--- config.mk ---
export PLATFORM = sky130hd
export DESIGN_NAME = alarm_controller
export DESIGN_NICKNAME = d
export VERILOG_FILES = /design/src/rtl/alarm_pkg.sv /design/src/rtl/tone_beat_gen.sv /design/src/rtl/alarm_controller.sv
export SDC_FILE = /design/constraint.sdc
export NUM_CORES = 1
export LEC_CHECK = 0
export BUFFER_PORTS_ARGS = -buffer_cell sky130_fd_sc_hd__buf_2
export CORE_ASPECT_RATIO = 0.6
export CORE_MARGIN = 2
export CORE_UTILIZATION = 64
export DETAILED_ROUTE_END_ITERATION = 8
export PLACE_DENSITY = 0.84
export SLEW_MARGIN = 20
export SYNTH_ARGS = -nofsm -noshare
export SYNTH_HDL_FRONTEND = slang
export SYNTH_SLANG_ARGS = --single-unit
--- constraint.sdc ---
create_clock -name clk -period 6.5 [get_ports clk]
set_input_delay 0.325 -clock clk [delete_from_list [all_inputs] [get_ports clk]]
set_output_delay 0.325 -clock clk [all_outputs]
set_load 0.03 [all_outputs]
--- src/rtl/alarm_pkg.sv ---
// Shared state encoding, default timing constants and width helper for the alarm controller.
// Declarations only: no latency, no backpressure.
package alarm_pkg;

    typedef enum logic [1:0] {
        IDLE   = 2'd0,
        WARN   = 2'd1,
        RING   = 2'd2,
        SNOOZE = 2'd3
    } alarm_state_t;

    localparam int TONE_HALF_DEF    = 25000;
    localparam int BEAT_DIV_DEF     = 25000000;
    localparam int RING_BEATS_DEF   = 120;
    localparam int SNOOZE_BEATS_DEF = 240;
    localparam int WARN_SECS_DEF    = 10;

    // Smallest width whose range 0..2**w-1 covers value-1.
    function automatic int clog2(input int value);
        int r;
        r = 0;
        for (int i = 0; i < 31; i++) begin
            if ((32'sd1 <<< i) < value) begin
                r = i + 1;
            end
        end
        return r;
    endfunction

endpackage

--- src/rtl/tone_beat_gen.sv ---
// Buzzer square-wave and beat-strobe prescalers; tone_sq registered, beat_stb decoded from the count.
// Free-running, no backpressure; beat_restart realigns the beat phase to a state entry.
module tone_beat_gen
    import alarm_pkg::*;
#(
    parameter int TONE_HALF = TONE_HALF_DEF,
    parameter int BEAT_DIV  = BEAT_DIV_DEF
) (
    input  logic clk,
    input  logic rst,
    input  logic beat_restart,
    output logic tone_sq,
    output logic beat_stb
);

    localparam int TW = clog2(TONE_HALF + 1);
    localparam int BW = clog2(BEAT_DIV + 1);
    localparam logic [TW-1:0] TONE_LAST = TW'(TONE_HALF - 1);
    localparam logic [BW-1:0] BEAT_LAST = BW'(BEAT_DIV - 1);

    logic [TW-1:0] tone_cnt;
    logic [BW-1:0] div_cnt;

    always_ff @(posedge clk) begin
        if (!rst) begin
            tone_cnt <= '0;
            tone_sq  <= 1'b0;
        end else if (tone_cnt == TONE_LAST) begin
            tone_cnt <= '0;
            tone_sq  <= ~tone_sq;
        end else begin
            tone_cnt <= tone_cnt + TW'(1);
        end
    end

    // Restarting on state entry makes every beat in a state a full BEAT_DIV long.
    always_ff @(posedge clk) begin
        if (!rst) begin
            div_cnt <= '0;
        end else if (beat_restart || (div_cnt == BEAT_LAST)) begin
            div_cnt <= '0;
        end else begin
            div_cnt <= div_cnt + BW'(1);
        end
    end

    assign beat_stb = (div_cnt == BEAT_LAST);

endmodule

--- src/rtl/alarm_controller.sv ---
// Kitchen-timer alarm: warning chirp, ring pattern, snooze and ack with timeout and missed flag.
// Outputs registered one cycle after the state/beat that drives them; no backpressure.
module alarm_controller
    import alarm_pkg::*;
#(
    parameter int TONE_HALF    = TONE_HALF_DEF,
    parameter int BEAT_DIV     = BEAT_DIV_DEF,
    parameter int RING_BEATS   = RING_BEATS_DEF,
    parameter int SNOOZE_BEATS = SNOOZE_BEATS_DEF,
    parameter int WARN_SECS    = WARN_SECS_DEF
) (
    input  logic       clk,
    input  logic       rst,
    input  logic       done,
    input  logic       enable,
    input  logic [5:0] min_in,
    input  logic [5:0] sec_in,
    input  logic       ack_btn,
    input  logic       snooze_btn,
    output logic       buzzer,
    output logic       alarm_led,
    output logic       missed,
    output logic       ringing
);

    localparam int MAX_BEATS = (RING_BEATS > SNOOZE_BEATS) ? RING_BEATS : SNOOZE_BEATS;
    localparam int CW = clog2(MAX_BEATS + 1);
    localparam logic [CW-1:0] CNT_SAT     = '1;
    localparam logic [CW-1:0] RING_LAST   = CW'(RING_BEATS);
    localparam logic [CW-1:0] SNOOZE_LAST = CW'(SNOOZE_BEATS);
    localparam logic [5:0]    WARN_LIMIT  = 6'(WARN_SECS);

    alarm_state_t  state;
    alarm_state_t  state_nxt;
    logic [CW-1:0] beat_cnt;
    logic          done_q;
    logic          ack_q;
    logic          snooze_q;
    logic          done_rise;
    logic          ack_rise;
    logic          snooze_rise;
    logic          in_window;
    logic          window_left;
    logic          timeout_hit;
    logic          state_change;
    logic          tone_en;
    logic          led_nxt;
    logic          ring_nxt;
    logic          tone_sq;
    logic          beat_stb;

    tone_beat_gen #(
        .TONE_HALF (TONE_HALF),
        .BEAT_DIV  (BEAT_DIV)
    ) u_tone_beat_gen (
        .clk          (clk),
        .rst          (rst),
        .beat_restart (state_change),
        .tone_sq      (tone_sq),
        .beat_stb     (beat_stb)
    );

    assign done_rise   = done & ~done_q;
    assign ack_rise    = ack_btn & ~ack_q;
    assign snooze_rise = snooze_btn & ~snooze_q;

    assign in_window   = !enable && (min_in == 6'd0) && (sec_in != 6'd0) && (sec_in <= WARN_LIMIT);
    assign window_left = enable || (min_in != 6'd0) || (sec_in > WARN_LIMIT);

    assign state_change = (state_nxt != state);

    always_ff @(posedge clk) begin
        if (!rst) begin
            state <= IDLE;
        end else begin
            state <= state_nxt;
        end
    end

    always_comb begin
        state_nxt   = state;
        timeout_hit = 1'b0;
        case (state)
            IDLE: begin
                if (done_rise) begin
                    state_nxt = RING;
                end else if (!done && in_window) begin
                    state_nxt = WARN;
                end
            end
            WARN: begin
                if (done_rise) begin
                    state_nxt = RING;
                end else if (window_left) begin
                    state_nxt = IDLE;
                end
            end
            RING: begin
                // Ack outranks snooze so a simultaneous press lands in IDLE.
                if (!done || ack_rise) begin
                    state_nxt = IDLE;
                end else if (snooze_rise) begin
                    state_nxt = SNOOZE;
                end else if (beat_cnt == RING_LAST) begin
                    state_nxt   = IDLE;
                    timeout_hit = 1'b1;
                end
            end
            SNOOZE: begin
                if (!done || ack_rise) begin
                    state_nxt = IDLE;
                end else if (beat_cnt == SNOOZE_LAST) begin
                    state_nxt = RING;
                end
            end
            default: state_nxt = IDLE;
        endcase
    end

    always_comb begin
        tone_en  = 1'b0;
        led_nxt  = 1'b0;
        ring_nxt = 1'b0;
        case (state)
            WARN: tone_en = (beat_cnt[1:0] == 2'b00);
            RING: begin
                ring_nxt = 1'b1;
                tone_en  = ~beat_cnt[0];
                led_nxt  = ~beat_cnt[0];
            end
            SNOOZE: led_nxt = 1'b1;
            default: begin
                tone_en  = 1'b0;
                led_nxt  = 1'b0;
                ring_nxt = 1'b0;
            end
        endcase
    end

    always_ff @(posedge clk) begin
        if (!rst) begin
            done_q    <= 1'b0;
            ack_q     <= 1'b0;
            snooze_q  <= 1'b0;
            beat_cnt  <= '0;
            buzzer    <= 1'b0;
            alarm_led <= 1'b0;
            ringing   <= 1'b0;
            missed    <= 1'b0;
        end else begin
            done_q   <= done;
            ack_q    <= ack_btn;
            snooze_q <= snooze_btn;

            if (state_change) begin
                beat_cnt <= '0;
            end else if (beat_stb && (beat_cnt != CNT_SAT)) begin
                beat_cnt <= beat_cnt + CW'(1);
            end

            buzzer    <= tone_sq & tone_en;
            alarm_led <= led_nxt;
            ringing   <= ring_nxt;

            if (ack_rise) begin
                missed <= 1'b0;
            end else if (timeout_hit) begin
                missed <= 1'b1;
            end
        end
    end

endmodule
# Yosys cells after proc, flatten, opt, wreduce, memory -nomap -nowiden
# Cells that the tools add are included.
classes:
  n_eq_ne: 9
  shifts: 0
  mul: 0
  add_sub_neg: 3
  magnitude_cmp: 2
  n_mux: 17
  n_bitwise: 10
  div_mod_pow: 0
  reduce_logical: 20
ops:
  columns: ["operator", "n"]
  rows:
  - ["25-bit by 1-bit adder with 25-bit output, second input constant", 1]
  - ["25-bit == test, second input constant", 1]
  - ["2-bit two-way mux", 9]
  - ["15-bit by 1-bit adder with 15-bit output, second input constant", 1]
  - ["15-bit == test, second input constant", 1]
  - ["6-bit nonzero test", 2]
  - ["8-bit by 1-bit adder with 8-bit output, second input constant", 1]
  - ["8-bit by 7-bit == test with 1-bit output, second input constant", 1]
  - ["8-bit == test, second input constant", 1]
  - ["8-bit inequality test, second input constant", 1]
  - ["2-bit one-hot mux with 4 select lines", 1]
  - ["2-bit OR reduction", 4]
  - ["6-bit by 4-bit > comparator with 1-bit output, second input constant", 1]
  - ["6-bit by 4-bit <= comparator with 1-bit output, second input constant", 1]
  - ["6-bit logical NOT", 1]
  - ["1-bit inverter", 6]
  - ["1-bit logical AND", 5]
  - ["1-bit two-way mux", 5]
  - ["1-bit bitwise AND", 4]
  - ["2-bit == test, second input constant", 2]
  - ["2-bit logical NOT", 2]
  - ["1-bit logical OR", 4]
  - ["1-bit one-hot mux with 2 select lines", 2]
  - ["2-bit by 1-bit == test with 1-bit output, second input constant", 1]
  - ["other kinds (2)", 3]
totals:
  ram_bits: 0
  ff_bits: 58
  n_memories: 0
  word_cells: 73
  latchBits: 0
  inputBits: 18
  mem_bits_ro: 0

# Longest topological paths before layout
# Gate-level depths: netlist of the first run.
logic_depth:
  ltp_word: 11
  ltp_mapped: 9
  depth_no_buf: 8

# Modules after synthesis
# From an unflattened synthesis of the first run, not the netlist that was laid out.
unflattened:
  cells_unflattened: 336
  hier_area_um2: 2951.6
modules_own_cells:
  columns: ["mod", "cells_each", "area_each_um2", "seq_area_each_um2", "n_inst"]
  rows:
  - ["tone_beat_gen", 214, 1903.1, 820.8, 1]
  - ["alarm_controller", 122, 1048.5, 340.3, 1]

# Worst setup path after synthesis of the first run
# No wires, ideal clock.
synth_path:
  path_type: "register to register"
  from: "register state[0]"
  to: "register u_tone_beat_gen.div_cnt[2]"
  arrival_ps: 2371
  required_time_ps: 6371
  path_slack_ps: 4000
  stages_incl_launch_ff: 9
  n_path_buf: 1
  synth_period_minus_slack_ps: 2500
  path_cell_list: "dfxtp_1 inv_1 ha_1 and3_1 a221o_1 or4_4 o2111ai_4 buf_6 nor3_1"
synth_between:
  elab_chain_len: 7
synth_rtl:
  columns: ["item", "line_no", "rtl"]
  rows:
  - ["start, declared", "alarm_controller.sv:33", "alarm_state_t state;"]
  - ["start signal, assigned", "alarm_controller.sv:76", "state <= state_nxt;"]
  - ["2-bit two-way mux", "alarm_controller.sv:104", "end else if (beat_cnt == RING_LAST) begin"]
  - ["2-bit two-way mux", "alarm_controller.sv:102", "end else if (snooze_rise) begin"]
  - ["2-bit two-way mux", "alarm_controller.sv:100", "if (!done || ack_rise) begin"]
  - ["2-bit one-hot mux with 4 select lines", "alarm_controller.sv:83", "case (state)"]
  - ["2-bit inequality test *", "alarm_controller.sv:70", "assign state_change = (state_nxt != state);"]
  - ["1-bit logical OR *", "tone_beat_gen.sv:40", "end else if (beat_restart || (div_cnt == BEAT_LAST)) begin"]
  - ["2-bit OR reduction (no line) *", null, null]
  - ["end signal, assigned", "tone_beat_gen.sv:43", "div_cnt <= div_cnt + BW'(1);"]
  - ["end, declared", "tone_beat_gen.sv:22", "logic [BW-1:0] div_cnt;"]
# Mark *: on every way between the ends. The rest lies on a longest branch, timed or not.
# A chain may end at the register's enable or synchronous reset.

# Worst setup path in the final report of the first run
layout_path:
  from: "register state[0]"
  to: "register u_tone_beat_gen.div_cnt[12]"
# Same word-level chain as after synthesis.

==> metrics.md, run 1 <==
| Metric | Value |
|---|---|
| Synth Area in Compound Gates | `0.06918` |
| Final global-route overflow total | `0` |
| CTS Sinks | `58` |
| Routed Antenna Nets | `0` |
| Layout cells sized above 1 | `0.1264` |
| Hold buffers post-CTS | `0` |
| # diodes | `0` |
| Worst-skew pair later-pin latency | `340 ps` |
| Post-Layout Cell Count | `408` |
| DRT Wirelength | `6097 µm` |
| Status | `completed` |
| Simple-gate portion of the synthesized area | `0.3249` |
| Met1 GRT Util | `0.3425` |
| Placed Cells | `392` |
| IO Pins | `22` |
| Post-Synth XOR/XNOR Area | `0.1257` |
| Syn. warnings | `0` |
| Residual DRC | `0` |
| Met2 Use GR | `0.3899` |
| Synth Net Count | `350` |
| Clk pin slew, worst setup/hold paths | `about 70 ps` |
| WL/cell | `14.94 µm` |
| Fraction of registers with async set/reset | `0` |
| Achievable clock frequency | `between 300 and 400 MHz` |
| Final TNS setup | `0 ps` |
| Req. time, crit path | `6680 ps` |
| Grt peak-use layer | `met2` |
| PortBufs | `21` |
| Post-DP HPWL | `4089 µm` |
| Critical path arrival | `3380 ps` |
| Initial DRC count | `approximately 220` |
| Period utilisation layout | `0.4921` |
| Met3 Usage GRT | `0.08943` |
| Post-Synthesis Cells | `324` |
| Antenna violations before repair | `0` |
| Internal power | `579.5 µW` |
| Routed vias/inst | `5.956` |
| Routability cong. | `0.9310` |
| Area leader, netlist | `dfxtp_1` |
| Worst vdd ir | `0.0001942 V` |
| Syn Area/Cell | `approximately 8.8 µm²` |
| Max-slew headroom | `0.4084` |
| CTS tree | `built` |
| Die width | `90.27 µm` |
| Yosys reg bits | `58` |
| RSZ-0062 raised after global routing | `false` |
| Post-route clock skew | `9.196 ps` |
| Pwr dens | `approximately 240 nW/µm²` |
| Clock share of power | `0.439` |
| Most common cell after layout, fill and taps aside | `dfxtp_1` |
| Switching Share | `0.2495` |
| CTS buffer count | `9` |
| Synth-to-Final Area Change | `11.03%` |
| Row count | `18` |
| First-pass GRT wire length | `10,400 µm` |
| CP Launch Type | `flip-flop` |
| Clock root cell | `clkbuf_8` |
| Core Region | `about 4200 µm²` |
| Max_cap viols | `0` |
| Adder-Cell Fraction of Synth Area | `0.03503` |
| Drt first pass iters | `5` |
| Leak | `between 0.001 and 0.0015 µW` |
| Final setup viols | `0` |
| Maximum fanout along the worst path | `33` |
| CTS resizes | `0` |
| Mux contribution to synthesized area | `0.003503` |
| Critical path class | `reg -> reg` |
| Post-synth top area share | `0.4063` |
| Starting Density | `0.6822` |
| Bufs on Longest Clock Path | `2` |
| Largest family of logic cells by synthesized area | `simple AND/OR/NAND/NOR gates` |
| GRT Total Usage | `0.2603` |
| H-tree depth | `3` |
| Full die area | `~5000 µm²` |
| Total number of vias | `2,430` |
| Largest net degree at the start of global routing | `34` |
| # fillers | `~310` |
| Sequential share of power | `0.477` |
| Setup crit end kind | `flip-flop` |
| Logic pwr share | `0.084` |
| Sw Pwr | `~190 µW` |
| Die Ht | `approximately 56 µm` |
| Synthesized area | `2858 µm²` |
| Post-synth cell types | `41` |
| HP Class | `in -> reg` |
| Final hold violation count | `0` |
| Seq/Total Area, Yosys | `0.4063` |
| Slew Limit Fails | `0` |
| Top cells by area, synth | `dfxtp_1 41%, nor3_1 6.5%, xor2_1 6.4%, xnor2_1 6.1%, nand3_1 3.9%` |
| Number of global-route vias before repair | `approximately 2,300` |
| Hold_ws | `between 150 and 200 ps` |
| Dominant synthesized flop cell | `dfxtp_1` |
| Commonest cells after routing, fill and taps aside | `58 x dfxtp_1, 37 x nor3_1, 27 x nor2_1` |
| Worst-margin pin slew | `between 800 and 900 ps` |
| Final net count | `between 300 and 400` |
| EDFF count, synth | `0` |
| Setup bufs post-CTS | `0` |
| Fin crit period | `3199 ps` |
==> per-stage QoR <==
| stage | utilization | worst slack, ps | power, µW | cell area [µm²] |
|---|---|---|---|---|
| 6_report | 0.7575 | 3301 | 772.1 | 3173 |
| 5_1_grt | 0.7575 | 3097 | 799.5 | 3173 |
| 4_1_cts | 0.7560 | 3325 | 777.3 | 3167 |
| 3_5_place_dp | 0.7073 | 3384 | 439.8 | 2963 |
| 3_3_place_gp | 0.7073 | 3537 | 437.3 | 2963 |
| 2_1_floorplan | - | 4000 | 430.0 | 2858 |
==> worst max-delay path, stage by stage, from the launching register on <==
cell and delay (ps):
dfxtp_1 530, inv_1 130, ha_1 270, and3_1 250, a221o_1 410, or4_4 570, o2111ai_4 730, nor3_1 160
==> Yosys cell counts (3+ instances only) <==
| cell type | instances |
|---|---|
| buf_2 | 3 |
| nand3_1 | 22 |
| nand2b_1 | 4 |
| nor2_1 | 27 |
| clkbuf_1 | 7 |
| ha_1 | 8 |
| o21ai_0 | 3 |
| and3_1 | 8 |
| nand4_1 | 15 |
| buf_6 | 3 |
| nor3_1 | 37 |
| nand2_1 | 18 |
| or4_1 | 4 |
| inv_1 | 7 |
| nor2b_1 | 4 |
| xor2_1 | 21 |
| dfxtp_1 | 58 |
| nor4b_1 | 3 |
| and2_1 | 7 |
| or3_1 | 5 |
| xnor2_1 | 20 |
| a21oi_1 | 8 |
| nor4_1 | 9 |
==> layer usage <==
metal / share of wire / vias up
met5: 0 / -
met4: 0.013 / 0
met2: 0.44 / 99
met1: 0.47 / 1118
met3: 0.079 / 11
li1: - / 1202
==> power by group through the flow <==
stage	Sequential, µW	Combinational, µW	Clock, µW
after floorplan	377	53.1	0
after global placement	376	61.5	0
after detailed placement	376	63.7	0
after CTS	368	65.1	344
after global routing	370	72.5	358
final	368	65.1	339
==> cells by family (layout without fill, tap and decap cells) <==
family	after synthesis	in the layout
simple gates	171	171
compound gates	25	25
mux	1	1
flops	58	58
xor+xnor	41	41
fa+ha+maj	8	8
buf+inv	20	44
==> area by class of cell <==
cell class / instances / area [µm²] / area share
tap: 60 / 75.07 / 0.02366
clock inverter: 5 / 52.55 / 0.01656
sequential: 58 / 1161 / 0.3659
clock buffer: 11 / 151.4 / 0.04771
multi-input combinational: 246 / 1602 / 0.5047
inverter: 7 / 26.28 / 0.008281
timing repair buffer: 21 / 105.1 / 0.03312
==> worst paths after layout <==
kind                                             startpoint                          end  slack [ps]  cells after the start
worst max-delay path                               state[0]  u_tone_beat_gen.div_cnt[12]        3300                      7
worst min-delay path                             snooze_btn                     snooze_q         190                      2
worst max register to register                     state[0]  u_tone_beat_gen.div_cnt[12]        3300                      7
worst min register to register  u_tone_beat_gen.tone_cnt[0]  u_tone_beat_gen.tone_cnt[0]         460                      1
==> sequential cells by signal, summed over array words and instances, names as in the netlist, 2 cells and up <==
signal	flops
u_tone_beat_gen.div_cnt	25
beat_cnt	8
u_tone_beat_gen.tone_cnt	15
state	2
(Power assumes the default switching activity.)
==> run 2, diff against run 1 <==
--- a/config.mk
+++ b/config.mk
@@ -5,12 +5,13 @@
 export SDC_FILE = /design/constraint.sdc
 export NUM_CORES = 1
 export LEC_CHECK = 0
+export ABC_AREA = 1
 export BUFFER_PORTS_ARGS = -buffer_cell sky130_fd_sc_hd__buf_2
 export CORE_ASPECT_RATIO = 0.6
 export CORE_MARGIN = 2
-export CORE_UTILIZATION = 64
+export CORE_UTILIZATION = 55
 export DETAILED_ROUTE_END_ITERATION = 8
-export PLACE_DENSITY = 0.84
+export PLACE_DENSITY = 0.76
 export SLEW_MARGIN = 20
 export SYNTH_ARGS = -nofsm -noshare
 export SYNTH_HDL_FRONTEND = slang
==> constraint.sdc (replaced) <==
create_clock -name clk -period 2.9 [get_ports clk]
set_input_delay 0.145 -clock clk [delete_from_list [all_inputs] [get_ports clk]]
set_output_delay 0.145 -clock clk [all_outputs]
set_load 0.03 [all_outputs]
==> metrics.md, run 2 <==
| Metric | Value |
|---|---|
| Status | `completed (unchanged)` |
| Most flop-heavy register | `u_tone_beat_gen.div_cnt (unchanged)` |
| First-pass GRT wire length | `10,880 µm (was 10,400 µm)` |
| Yosys reg bits | `58 (unchanged)` |
| Top flop regs | `u_tone_beat_gen.div_cnt (25), u_tone_beat_gen.tone_cnt (15), beat_cnt (8) (unchanged)` |
| Seq/Total Area, Yosys | `0.3530 (was 0.4063)` |
| Routed Antenna Nets | `0 (unchanged)` |
| Final global-route overflow total | `0 (unchanged)` |
| Final hold violation count | `0 (unchanged)` |
| CTS Sinks | `58 (unchanged)` |
| CTS tree | `built (unchanged)` |
| Critical path class | `reg -> reg (unchanged)` |
| Total power | `1823 µW (was 772.1 µW)` |
| Maximum fanout along the worst path | `25 (was 33)` |
| Post-synth top area share | `0.3530 (was 0.4063)` |
| Achievable clock frequency | `425.4 MHz (was 312.6 MHz)` |
| CP Launch Type | `flip-flop (unchanged)` |
| Worst-margin pin slew | `648.6 ps (was 887.0 ps)` |
| Max reg flops | `25 (unchanged)` |
| Clock share of power | `0.465 (was 0.439)` |
| Final TNS setup | `0 ps (unchanged)` |
| Routability cong. | `0.9662 (was 0.9310)` |
| GRT Total Usage | `0.2062 (was 0.2603)` |
| Synth-to-Final Area Change | `11.79% (was 11.03%)` |
| Req. time, crit path | `3110 ps (was 6680 ps)` |
| Post-synth cell types | `33 (was 41)` |
| Max-slew headroom | `0.5672 (was 0.4084)` |
| Number of global-route vias before repair | `2,410 (was 2,278)` |
| Syn Area/Cell | `7.425 µm² (was 8.820 µm²)` |
| WL/cell | `11.10 µm (was 14.94 µm)` |
| Syn. warnings | `0 (unchanged)` |
| Slew Limit Fails | `0 (unchanged)` |
| PortBufs | `21 (unchanged)` |
| Sequential share of power | `0.451 (was 0.477)` |
| Starting Density | `0.5796 (was 0.6822)` |
| Bufs on Longest Clock Path | `2 (unchanged)` |
| Pwr dens | `495.6 nW/µm² (was 243.3 nW/µm²)` |
| Area leader, netlist | `dfxtp_1 (unchanged)` |
| Internal power | `1386 µW (was 579.5 µW)` |
| Residual DRC | `0 (unchanged)` |
| Antenna violations before repair | `0 (unchanged)` |
| Post-Synthesis Cells | `443 (was 324)` |
| Period utilisation layout | `0.8106 (was 0.4921)` |
| Hold path depth | `3 (was 2)` |
| IO Pins | `22 (unchanged)` |
| Register area | `1161 µm² (unchanged)` |
| Pre-CTS setup slack | `584.9 ps (was 3384 ps)` |
| # fillers | `496 (was 314)` |
| Final net count | `496 (was 369)` |
| Die width | `103.8 µm (was 90.27 µm)` |
| Critical path arrival | `2560 ps (was 3380 ps)` |
| Full die area | `6636 µm² (was 5033 µm²)` |
| Routed vias/inst | `4.750 (was 5.956)` |
| Post-Layout Cell Count | `555 (was 408)` |
| Logic pwr share | `0.084 (about the same)` |
| DRT Wirelength | `6163 µm (was 6097 µm)` |
| Setup bufs post-CTS | `0 (unchanged)` |
| Switching Share | `0.2393 (was 0.2495)` |
| Placed Cells | `538 (was 392)` |
| Area of the multi-input gates | `1760 µm² (was 1602 µm²)` |
| H-tree depth | `3 (unchanged)` |
| Row count | `21 (was 18)` |
| Synth Net Count | `469 (was 350)` |
| Die Ht | `63.91 µm (was 55.76 µm)` |
| Fin crit period | `2351 ps (was 3199 ps)` |
| Drt first pass iters | `4 (was 5)` |
| Layout cells sized above 1 | `0.1768 (was 0.1264)` |
| HP Class | `in -> reg (unchanged)` |
| Synthesized area | `3289 µm² (was 2858 µm²)` |
| Fraction of registers with async set/reset | `0 (unchanged)` |
| Max_cap viols | `0 (unchanged)` |
| Most common cell after layout, fill and taps aside | `nand2_1 (was dfxtp_1)` |
| Leak | `0.001472 µW (was 0.001108 µW)` |
| Count leader, synth | `nand2_1 (was dfxtp_1)` |
| Clock root cell | `clkbuf_8 (unchanged)` |
| Worst-skew pair later-pin latency | `340 ps (about the same)` |
| Post-route clock skew | `5.410 ps (was 9.196 ps)` |
| Initial DRC count | `157 (was 221)` |
| # diodes | `0 (unchanged)` |
| Commonest cells after routing, fill and taps aside | `81 x nand2_1, 74 x inv_1, 58 x dfxtp_1 (was 58 x dfxtp_1, 37 x nor3_1, 27 x nor2_1)` |
| RSZ-0062 raised after global routing | `false (unchanged)` |
| Final setup viols | `0 (unchanged)` |
| Post-DP HPWL | `4592 µm (was 4089 µm)` |
| Core Region | `5675 µm² (was 4189 µm²)` |
| Worst vdd ir | `0.0002910 V (was 0.0001942 V)` |
| CTS buffer count | `9 (unchanged)` |
| Dominant synthesized flop cell | `dfxtp_1 (unchanged)` |
| Setup crit end kind | `flip-flop (unchanged)` |
| EDFF count, synth | `0 (unchanged)` |
| Top cells by area, synth | `dfxtp_1 35%, nand2_1 9.2%, inv_1 8.4%, nor2_4 7.2%, xor2_1 6.1% (was dfxtp_1 41%, nor3_1 6.5%, xor2_1 6.4%, xnor2_1 6.1%, nand3_1 3.9%)` |
| Largest net degree at the start of global routing | `26 (was 34)` |
| Total number of vias | `2,636 (was 2,430)` |
| Synth top cells by count | `81 x nand2_1, 74 x inv_1, 58 x dfxtp_1 (was 58 x dfxtp_1, 37 x nor3_1, 27 x nor2_1)` |
| Sw Pwr | `436.1 µW (was 192.6 µW)` |
| R2r worst-path depth | `15 (was 7)` |
| Worst setup margin | `549.2 ps (was 3301 ps)` |
| Clk pin slew, worst setup/hold paths | `70 ps (about the same)` |
[run 2: area by class of cell]
cell class,instances,area share
Tap cell,80,0.02722
Multi-Input combinational cell,296,0.4787
Sequential cell,58,0.3158
Inverter,83,0.08472
Clock inverter,4,0.02007
Timing Repair Buffer,22,0.03130
Clock buffer,12,0.04219
[run 2: routing by layer]
layer | track usage | wire (µm) | up-vias
met5 | 0 | 0 | -
met3 | 0.07347 | 440 | 9
met2 | 0.2854 | 2326 | 69
met1 | 0.2976 | 3326 | 1135
li1 | - | - | 1423
met4 | 0.06250 | 69 | 0
[run 2: final timing paths]
kind | start | endpoint | slack, ps
setup / recovery | beat_cnt[0] | u_tone_beat_gen.div_cnt[1] | 550
setup reg to reg | beat_cnt[0] | u_tone_beat_gen.div_cnt[1] | 550
hold / removal | snooze_btn | snooze_q | 10
hold reg to reg | u_tone_beat_gen.tone_cnt[0] | u_tone_beat_gen.tone_cnt[0] | 450
[run 2: power by group through the flow]
stage               Clock, µW  Combinational [µW]  Sequential [µW]
CTS                       869                 153              822
global placement            0                 147              840
finish                    848                 152              822
global route              913                 170              824
floorplan                   0                 125              843
detailed placement          0                 151              840
[run 2: cell families (layout without fill, tap and decap cells)]
family                   count (synthesis)  after routing  share of synthesized area
AND/OR/NAND/NOR                        236            236                     0.3868
buffers and inverters                   89            121                     0.1118
flip-flops                              58             58                     0.3530
XOR/XNOR                                32             32                    0.08520
AO/OA/AOI/OAI                           20             20                    0.03271
adder cells (fa/ha/maj)                  8              8                    0.03043
[run 2: metrics by stage]
stage / util / hold WS [ps] / area [µm²]
2_1_floorplan: - / 235.4 / 3289
3_3_place_gp: 0.6058 / 349.9 / 3438
3_5_place_dp: 0.6058 / 354.4 / 3438
4_1_cts: 0.6479 / 0.7384 / 3677
5_1_grt: 0.6479 / 8.184 / 3677
6_report: 0.6479 / 13.91 / 3677
[run 2: timing repair]
item                                    in CTS  in global routing
hold endpoints to repair                     1                  0
hold buffers                                 1                  0
resized for setup                            0                  0
endpoints found under the setup margin       0                  0
[run 2: critical path, stage by stage (launching register included)]
cell	delay, ps
dfxtp_1	340
inv_1	120
ha_1	220
nand2_1	70
nor2_1	120
nand3_1	110
nand2_1	100
nor2_1	40
nor2_1	130
nand2_2	80
nand2_2	70
nand2_2	50
nand2_2	110
nor2_8	70
nand2_4	490
nor2_1	80
